**config.mk**
```make
export PLATFORM = sky130hd
export DESIGN_NAME = mic_i2s_capture
export DESIGN_NICKNAME = d
export VERILOG_FILES = /design/src/rtl/mic_i2s_capture.sv
export SDC_FILE = /design/constraint.sdc
export NUM_CORES = 1
export LEC_CHECK = 0
export BUFFER_PORTS_ARGS = -buffer_cell sky130_fd_sc_hd__clkbuf_2
export CAP_MARGIN = 20
export CORE_MARGIN = 2
export CORE_UTILIZATION = 60
export CTS_CLUSTER_SIZE = 20
export DETAILED_ROUTE_END_ITERATION = 10
export GPL_ROUTABILITY_DRIVEN = 1
export PLACE_DENSITY = 0.78
export SYNTH_ARGS = -nofsm -noshare
export SYNTH_HDL_FRONTEND = slang
export SYNTH_SLANG_ARGS = --single-unit
```
**constraint.sdc**
```tcl
create_clock -name CLK -period 3.7 [get_ports CLK]
set_input_delay 0.555 -clock CLK [delete_from_list [all_inputs] [get_ports CLK]]
set_output_delay 0.555 -clock CLK [all_outputs]
set_load 0.02 [all_outputs]
```
**src/rtl/mic_i2s_capture.sv**
```systemverilog
// ---------------------------------------------------------------------------
// mic_i2s_capture
//
// Four-microphone I2S capture front end for the mic DMA writer. Generates the
// I2S bit clock and word select for two stereo data lines, deserializes one
// MSB-first sample per mic per frame and holds the completed four-word frame
// in an output bank that the DMA reads combinationally by mic index.
//
// Parameters:
//   CLK_DIV      CLK cycles per SCK half-period (>= 2)
//   SAMPLE_BITS  valid bits per 32-bit slot (1..31), sign-extended on output
//
// Ports:
//   CLK, RESET      system clock, synchronous active-high reset
//   enable          capture enable; low holds SCK/WS low, drops partial frame
//   i2s_sck, i2s_ws generated bit clock / word select (0 = left slot)
//   i2s_sd0/1       serial data: sd0 = mic1 (L) / mic2 (R), sd1 = mic3 / mic4
//   select          DMA mic index 1..4 (other codes read as zero)
//   mic_data        selected bank word, combinational from select
//   read_ready      a frame is held and not yet acknowledged
//   frame_ack       one-cycle pulse, DMA has consumed the frame
//   overrun         sticky: a completed frame was dropped
//   overrun_count   saturating count of dropped frames
//
// Optional build macro MIC_TEST_PATTERN_EN adds input test_mode; while it is
// high a completing frame loads word n = {n, frame_cnt} instead of samples.
// ---------------------------------------------------------------------------
module mic_i2s_capture #(
    parameter int CLK_DIV     = 16,
    parameter int SAMPLE_BITS = 24
) (
    input  logic        CLK,
    input  logic        RESET,
    input  logic        enable,
`ifdef MIC_TEST_PATTERN_EN
    input  logic        test_mode,
`endif
    output logic        i2s_sck,
    output logic        i2s_ws,
    input  logic        i2s_sd0,
    input  logic        i2s_sd1,
    input  logic [2:0]  select,
    output logic [31:0] mic_data,
    output logic        read_ready,
    input  logic        frame_ack,
    output logic        overrun,
    output logic [15:0] overrun_count
);

    localparam int               DIV_W    = $clog2(CLK_DIV);
    localparam logic [DIV_W-1:0] DIV_LAST = DIV_W'(CLK_DIV - 1);
    localparam logic [4:0]       SB_IDX   = 5'(SAMPLE_BITS);

    // Replicate bit SAMPLE_BITS-1 into all higher bits of the slot word.
    function automatic logic [31:0] sign_extend(input logic [31:0] raw);
        logic [31:0] upper_s;
        upper_s = 32'hFFFF_FFFF << SAMPLE_BITS;
        if (raw[SAMPLE_BITS-1]) begin
            sign_extend = raw | upper_s;
        end else begin
            sign_extend = raw & ~upper_s;
        end
    endfunction

    logic [DIV_W-1:0] div_r;
    logic             sck_r;
    logic             ws_r;
    logic [4:0]       bit_r;
    logic [31:0]      sh0_r;
    logic [31:0]      sh1_r;
    logic [31:0]      stage0_r;
    logic [31:0]      stage1_r;
    logic             frame_done_r;
    logic [31:0]      bank_r [4];
    logic             ready_r;
    logic             ovr_r;
    logic [15:0]      ovr_cnt_r;

    logic             tc_s;
    logic             rise_s;
    logic             fall_s;
    logic             in_window_s;
    logic             load_s;
    logic             drop_s;
    logic [31:0]      captured_s [4];
    logic [31:0]      bank_next_s [4];
    logic [31:0]      mic_data_s;

    // SCK edge events and the capture window (bits 1..SAMPLE_BITS of a slot).
    always_comb begin
        tc_s        = (div_r == DIV_LAST);
        rise_s      = tc_s & ~sck_r;
        fall_s      = tc_s & sck_r;
        in_window_s = (bit_r >= 5'd1) && (bit_r <= SB_IDX);
    end

    // SCK/WS generation, deserializers and left-slot staging.
    always_ff @(posedge CLK) begin
        if (RESET || !enable) begin
            div_r        <= '0;
            sck_r        <= 1'b0;
            ws_r         <= 1'b0;
            bit_r        <= 5'd0;
            sh0_r        <= 32'h0;
            sh1_r        <= 32'h0;
            stage0_r     <= 32'h0;
            stage1_r     <= 32'h0;
            frame_done_r <= 1'b0;
        end else begin
            frame_done_r <= 1'b0;
            if (tc_s) begin
                div_r <= '0;
                sck_r <= ~sck_r;
            end else begin
                div_r <= div_r + DIV_W'(1);
            end
            if (fall_s) begin
                bit_r <= bit_r + 5'd1;
                if (bit_r == 5'd31) begin
                    ws_r <= ~ws_r;
                end
            end
            // Bit 0 of each slot is the I2S one-bit delay and is skipped.
            if (rise_s && in_window_s) begin
                sh0_r <= {sh0_r[30:0], i2s_sd0};
                sh1_r <= {sh1_r[30:0], i2s_sd1};
                if (bit_r == SB_IDX) begin
                    if (!ws_r) begin
                        stage0_r <= {sh0_r[30:0], i2s_sd0};
                        stage1_r <= {sh1_r[30:0], i2s_sd1};
                    end else begin
                        // Right words stay in the shifters until the next
                        // left slot, so the bank copies them next cycle.
                        frame_done_r <= 1'b1;
                    end
                end
            end
        end
    end

    // Sign-extended captured words in mic order.
    always_comb begin
        captured_s[0] = sign_extend(stage0_r);
        captured_s[1] = sign_extend(sh0_r);
        captured_s[2] = sign_extend(stage1_r);
        captured_s[3] = sign_extend(sh1_r);
    end

`ifdef MIC_TEST_PATTERN_EN
    logic [23:0] frame_cnt_r;

    // Completed-frame counter, dropped frames included; wraps.
    always_ff @(posedge CLK) begin
        if (RESET) begin
            frame_cnt_r <= 24'h0;
        end else if (frame_done_r) begin
            frame_cnt_r <= frame_cnt_r + 24'd1;
        end else begin
            frame_cnt_r <= frame_cnt_r;
        end
    end

    // Bank load source: test pattern or captured samples.
    always_comb begin
        for (int i = 0; i < 4; i++) begin
            if (test_mode) begin
                bank_next_s[i] = {8'(i + 1), frame_cnt_r};
            end else begin
                bank_next_s[i] = captured_s[i];
            end
        end
    end
`else
    // Bank load source: captured samples.
    always_comb begin
        for (int i = 0; i < 4; i++) begin
            bank_next_s[i] = captured_s[i];
        end
    end
`endif

    // A completing frame loads unless the previous one is still unacknowledged.
    always_comb begin
        load_s = frame_done_r && (!ready_r || frame_ack);
        drop_s = frame_done_r && ready_r && !frame_ack;
    end

    // Output bank, read handshake and overrun bookkeeping.
    always_ff @(posedge CLK) begin
        if (RESET) begin
            for (int i = 0; i < 4; i++) begin
                bank_r[i] <= 32'h0;
            end
            ready_r   <= 1'b0;
            ovr_r     <= 1'b0;
            ovr_cnt_r <= 16'h0;
        end else if (load_s) begin
            for (int i = 0; i < 4; i++) begin
                bank_r[i] <= bank_next_s[i];
            end
            ready_r <= 1'b1;
        end else if (drop_s) begin
            ovr_r <= 1'b1;
            if (ovr_cnt_r != 16'hFFFF) begin
                ovr_cnt_r <= ovr_cnt_r + 16'd1;
            end
        end else if (ready_r && frame_ack) begin
            ready_r <= 1'b0;
        end
    end

    // DMA read mux, combinational by mic index.
    always_comb begin
        case (select)
            3'd1:    mic_data_s = bank_r[0];
            3'd2:    mic_data_s = bank_r[1];
            3'd3:    mic_data_s = bank_r[2];
            3'd4:    mic_data_s = bank_r[3];
            default: mic_data_s = 32'h0;
        endcase
    end

    assign i2s_sck       = sck_r;
    assign i2s_ws        = ws_r;
    assign mic_data      = mic_data_s;
    assign read_ready    = ready_r;
    assign overrun       = ovr_r;
    assign overrun_count = ovr_cnt_r;

endmodule

```
# Word-level counts from Yosys, hierarchy flattened
# Memory sizes are Yosys's and may differ from the RTL's.
# Index checks and enable logic that the tools add are counted.
word_totals:
  register_bits: 126
  ramBits: 128
  inputBits: 9
  out_inout_bits: 52
  wordCells: 75
  n_memories: 1
mem_list:
  columns: ["name", "depth", "width", "rd", "rd_clocked_by_memory_dff", "write_ports", "line", "rtl"]
  rows:
  - ["bank_r", 4, 32, 4, 0, 4, "74", "logic [31:0] bank_r [4];"]
op_classes:
  addsub: 3
  magnitude_cmp: 2
  eq_ne: 9
  mux: 18
  bitwise: 11
  n_reduce_logical: 19
ops:
  columns: ["op", "n"]
  rows:
  - ["32-bit two-way mux", 8]
  - ["32-bit one-hot mux with 4 select lines", 1]
  - ["16-bit by 1-bit adder with 16-bit output, second input constant", 1]
  - ["16-bit inequality test, second input constant", 1]
  - ["5-bit equality test, second input constant", 2]
  - ["1-bit two-way mux", 9]
  - ["3-bit by 2-bit equality test with 1-bit output, second input constant", 2]
  - ["1-bit logical AND", 6]
  - ["2-bit AND reduction", 3]
  - ["3-bit AND reduction", 2]
  - ["5-bit by 1-bit adder with 5-bit output, second input constant", 1]
  - ["5-bit by 1-bit greater-or-equal comparator with 1-bit output, second input constant", 1]
  - ["5-bit less-or-equal comparator, second input constant", 1]
  - ["1-bit inverter", 5]
  - ["4-bit by 1-bit adder with 4-bit output, second input constant", 1]
  - ["4-bit equality test, second input constant", 1]
  - ["1-bit bitwise OR", 4]
  - ["3-bit by 1-bit equality test with 1-bit output, second input constant", 1]
  - ["3-bit equality test, second input constant", 1]
  - ["1-bit logical NOT", 3]
  - ["3-bit OR reduction", 1]
  - ["1-bit bitwise AND", 2]
  - ["1-bit logical OR", 2]
  - ["2-bit inequality test, second input constant", 1]
  - ["other kinds (2)", 2]

# Longest topological paths before layout
depth:
  depth_word: 7
  ltp_mapped: 8
  mapped_depth_nobuf: 6

# Least setup slack after synthesis
# No wires, ideal clock.
synth_timing:
  path_kind: "input -> register"
  startpoint: "in RESET"
  endpoint: "mem bank_r[0][0] (enable)"
  setup_time_ps: 471
  arrival_ps: 3000
  slack_ps: 229
  cell_stages: 2
  n_path_buf: 1
  path_cell_list: "buf_6 -> nand2b_1"
synth_lines:
  columns: ["element", "line", "rtl"]
  rows:
  - ["start, declared", "33", "input logic RESET,"]
  - ["end, declared", "74", null]

# Final worst setup path
layout_timing:
  startpoint: "in select[2]"
  endpoint: "out mic_data[4]"
layout_via:
  elab_chain_cells: 2
layout_lines:
  columns: ["element", "line", "rtl"]
  rows:
  - ["start, declared", "42", "input logic [2:0] select,"]
  - ["3-bit equality test, or another cell as far along", "214", "case (select)"]
  - ["32-bit one-hot mux with 4 select lines *", "214", null]
  - ["end, declared", "43", "output logic [31:0] mic_data,"]
# Every way passes the cells marked *; elsewhere a longest branch is shown, timed or not.

==> summary.md <==
| Metric | Value |
|---|---|
| Run status | finished, final reports clean |
| Ys Warns | 0 |
| Synthesized Nets | between 900 and 1000 |
| Crit path to | mic_data[4] |
| Synth area leader | edfxtp_1 |
| Synth unique cells | 44 |
| Slowest-stage cell, CP | and3b_1 |
| GRT Residual Overflow | 0 |
| Number of H-tree levels | 1 |
| Initial DRC count | about 600 |
| Max Cap Viol | 0 |
| Syn Inst Count | a little over 900 |
| Tightest Pin Transition | approximately 770 ps |
| Number of cells on the critical path | 6 |
| Die span in x | ~130 µm |
| CTS tree | done |
| RR Startpoint | read_ready$_SDFFE_PP0P_ |
| Clock network fraction of design power | 0.425 |
| Comb pwr share | 0.037 |
| FP Rows | 44 |
| Worst R2R End | bank_r[2][18]$_SDFFCE_PN0P_ |
| Critical path buffers and inverters | 3 |
| Commonest non-fill, non-tap cell in the layout | nand2_1 |
| Combinational family with the most area after synthesis | simple AND/OR/NAND/NOR gates |
| Final setup viols | 0 |
| Seq pwr share | 0.538 |
| CP Cell Sequence | clkbuf_2 > and3b_1 > buf_4 > a22oi_1 > nand2_1 > clkbuf_2 |
| Worst path top cell family by delay | simple AND/OR/NAND/NOR gates |
| Required @ worst endpoint | approximately 3100 ps |
| Final hold violations | 0 |
| # IOs | between 60 and 70 |
| XOR/XNOR share of the synthesized area | 0.00483 |
| Vias | between 6000 and 7000 |
| Power Dens Cells | 484 nW/µm² |
| Post-synth top area share | 0.318 |
| Share of cells above drive strength 1 | 0.127 |
| Final min period | roughly 2600 ps |
| Final ANT Viol Nets | 0 |
| Hold WS | between 300 and 400 ps |
| Vias per cell | around 5.9 |
| Max stage delay on crit path | roughly 660 ps |
| Synth Area in Adders | 0.00829 |
| Setup bufs post-CTS | 0 |
| Seq/Total Area, Yosys | 0.597 |
| Placer Congestion | around 0.81 |
| Startpoint type of the worst setup path | input pin |
| Switching Share | 0.210 |
| First-pass GRT wire length | approximately 32000 µm |
| ANT cells | 0 |
| Post-layout util | 0.690 |
| # hold bufs at CTS | 0 |
| Worst Path Arrival | 2020 ps |
| CTS Buffer Depth | 3 |
| Post-synthesis mux area share | 0.00124 |
| Final Cycle Share | 0.697 |
| Port Buffer Count | 60 |
| NetSw | approximately 1000 µW |
| Vias in the first global route | approximately 6200 |
| Clock Pin Slew Worst Setup and Hold Paths | 60 ps |
| Mean Syn Cell Area | around 10 µm² |
| Synthesized flop and latch total | between 200 and 250 |
| Pint | 3860 µW |
| Core Box Area | around 15000 µm² |
| RSZ-0062 raised after global routing | false |
| Area grow syn2layout | 11.5% |
| Synth Area in Compound Gates | 0.147 |
| Clk sinks | between 200 and 250 |
| Worst rel slew slack | 0.486 |
| Most frequent cells in the layout | 139 x nand2_1, 126 x dfxtp_1, 115 x a21oi_1 |
| Worst Reg2Reg Path Length in Cells | 4 |
| Async SR Flop Fraction | 0 |
| Post-DR wirelength/cell | between 15 and 20 µm |
| DR DRC count | 0 |
| Fmax achieved | approximately 390 MHz |
| GRT Overall Usage | 0.245 |
| Worst Setup End Kind | output port |
| Num CTS Buffers | 22 |
| Ys flop type | dfxtp_1 |
| Worst Setup SP | select[2] |
| Nets | roughly 950 |
| Critical path class | in -> out |
| Worst path most repeated cell | clkbuf_2 |
| Crit Path Max Fanout | 14 |
| Resize count post-CTS | 0 |
| Hold crit path type | in -> reg |
| Cell Area, Synth | between 9000 and 10000 µm² |
| Internal reg-to-reg setup slack | 1530 ps |
| Post-DP HPWL | about 12000 µm |
| Clock Latency Late Sink | about 490 ps |
| Clock skew | ~11 ps |
| Post-Route WL | between 20000 and 25000 µm |
| Number of enable flip-flop cells after synthesis | 96 |
| CTS root buffer | clkbuf_16 |
| Simple-Gate Fraction of Synth Area | 0.198 |
| Initial Util | 0.619 |
| Top area cells in the synthesized netlist | edfxtp_1 32%, dfxtp_1 28%, and2_1 6.6% |
| Die Y | approximately 130 µm |
| Max Transition Viols Final | 0 |
| DIE AREA | roughly 16000 µm² |
| Worst vdd ir | 0.314 mV |
| Largest net degree at the start of global routing | a little under 100 |
| DRT Pass-1 Iters | 6 |
| Leakage power | approximately 0.0035 µW |
| Antenna violations before repair | 0 |
| Setup TNS | 0 ps |
[kinds of logic (layout without fill, tap and decap cells)]
kind of cell / after synthesis / count (layout)
AO/OA/AOI/OAI: 233 / 233
XOR/XNOR: 5 / 5
adder cells (fa/ha/maj): 6 / 6
buffers and inverters: 86 / 128
flip-flops: 222 / 222
multiplexers: 1 / 1
AND/OR/NAND/NOR: 353 / 353
[sequential cells by signal (all words and copies together), names as in the netlist]
| register | count |
|---|---|
| bank_r | 96 |
| sh0_r | 24 |
| sh1_r | 24 |
| stage0_r | 24 |
| stage1_r | 24 |
| overrun_count | 16 |
| bit_r | 5 |
| div_r | 4 |
| frame_done_r | 1 |
| i2s_sck | 1 |
| i2s_ws | 1 |
| overrun | 1 |
| read_ready | 1 |
[per-layer routing]
metal	part of all wire	global-route usage
met4	0.013	0.0498
met5	0	0
met3	0.063	0.0346
met1	0.44	0.345
met2	0.48	0.412
[how the worst min path moves through the flow]
stage,from,end,slack [ps],depth (start not counted)
after floorplan,div_r[0]$_SDFF_PP0_,div_r[0]$_SDFF_PP0_,420,1
after global placement,div_r[0]$_SDFF_PP0_,div_r[0]$_SDFF_PP0_,430,1
after detailed placement,stage1_r[16]$_SDFFE_PP0P_,stage1_r[16]$_SDFFE_PP0P_,440,2
after CTS,i2s_sd0,stage0_r[0]$_SDFFE_PP0P_,310,3
after global routing,i2s_sd1,stage1_r[0]$_SDFFE_PP0P_,340,3
final,i2s_sd0,stage0_r[0]$_SDFFE_PP0P_,320,3
[Yosys cell counts, types with 9 or more instances]
cell type	number
dfxtp_1	126
or4_1	10
a22oi_1	48
clkbuf_1	51
and2_1	96
edfxtp_1	96
buf_4	9
nand3_1	54
a21oi_1	116
o21ai_0	51
nand2_1	139
buf_2	9
inv_1	10
nor2_1	12
[worst min-delay path, delay by kind of cell]
family          cells  cell delay (ps)
simple gates        1               60
compound gates      1               50
buf+inv             1              100
[through the flow]
step	setup WS (ps)	cells	instance area (µm²)	total power, µW
2_1_floorplan	229	906	9060	2800
3_3_place_gp	1140	1092	9430	2860
3_5_place_dp	1120	1092	9430	2860
4_1_cts	1120	1132	10100	4900
5_1_grt	1050	1132	10100	5020
6_report	1120	1132	10100	4880
[power groups by stage]
stage	clock, µW	combinational [µW]	sequential (µW)
3_5_place_dp	0	181	2680
4_1_cts	2090	182	2630
3_3_place_gp	0	178	2680
6_report	2070	180	2630
5_1_grt	2190	194	2630
2_1_floorplan	0	126	2670
[area by class of cell]
class	instances	area [µm²]
clock buffer	36	654
timing repair buffer	78	435
fill	1117	4540
multi-input combinational	598	3320
sequential	222	5410
tap	184	230
inverter	10	37.5
clock inverter	4	18.8
Note: power is estimated with default switching activity, not from simulation.
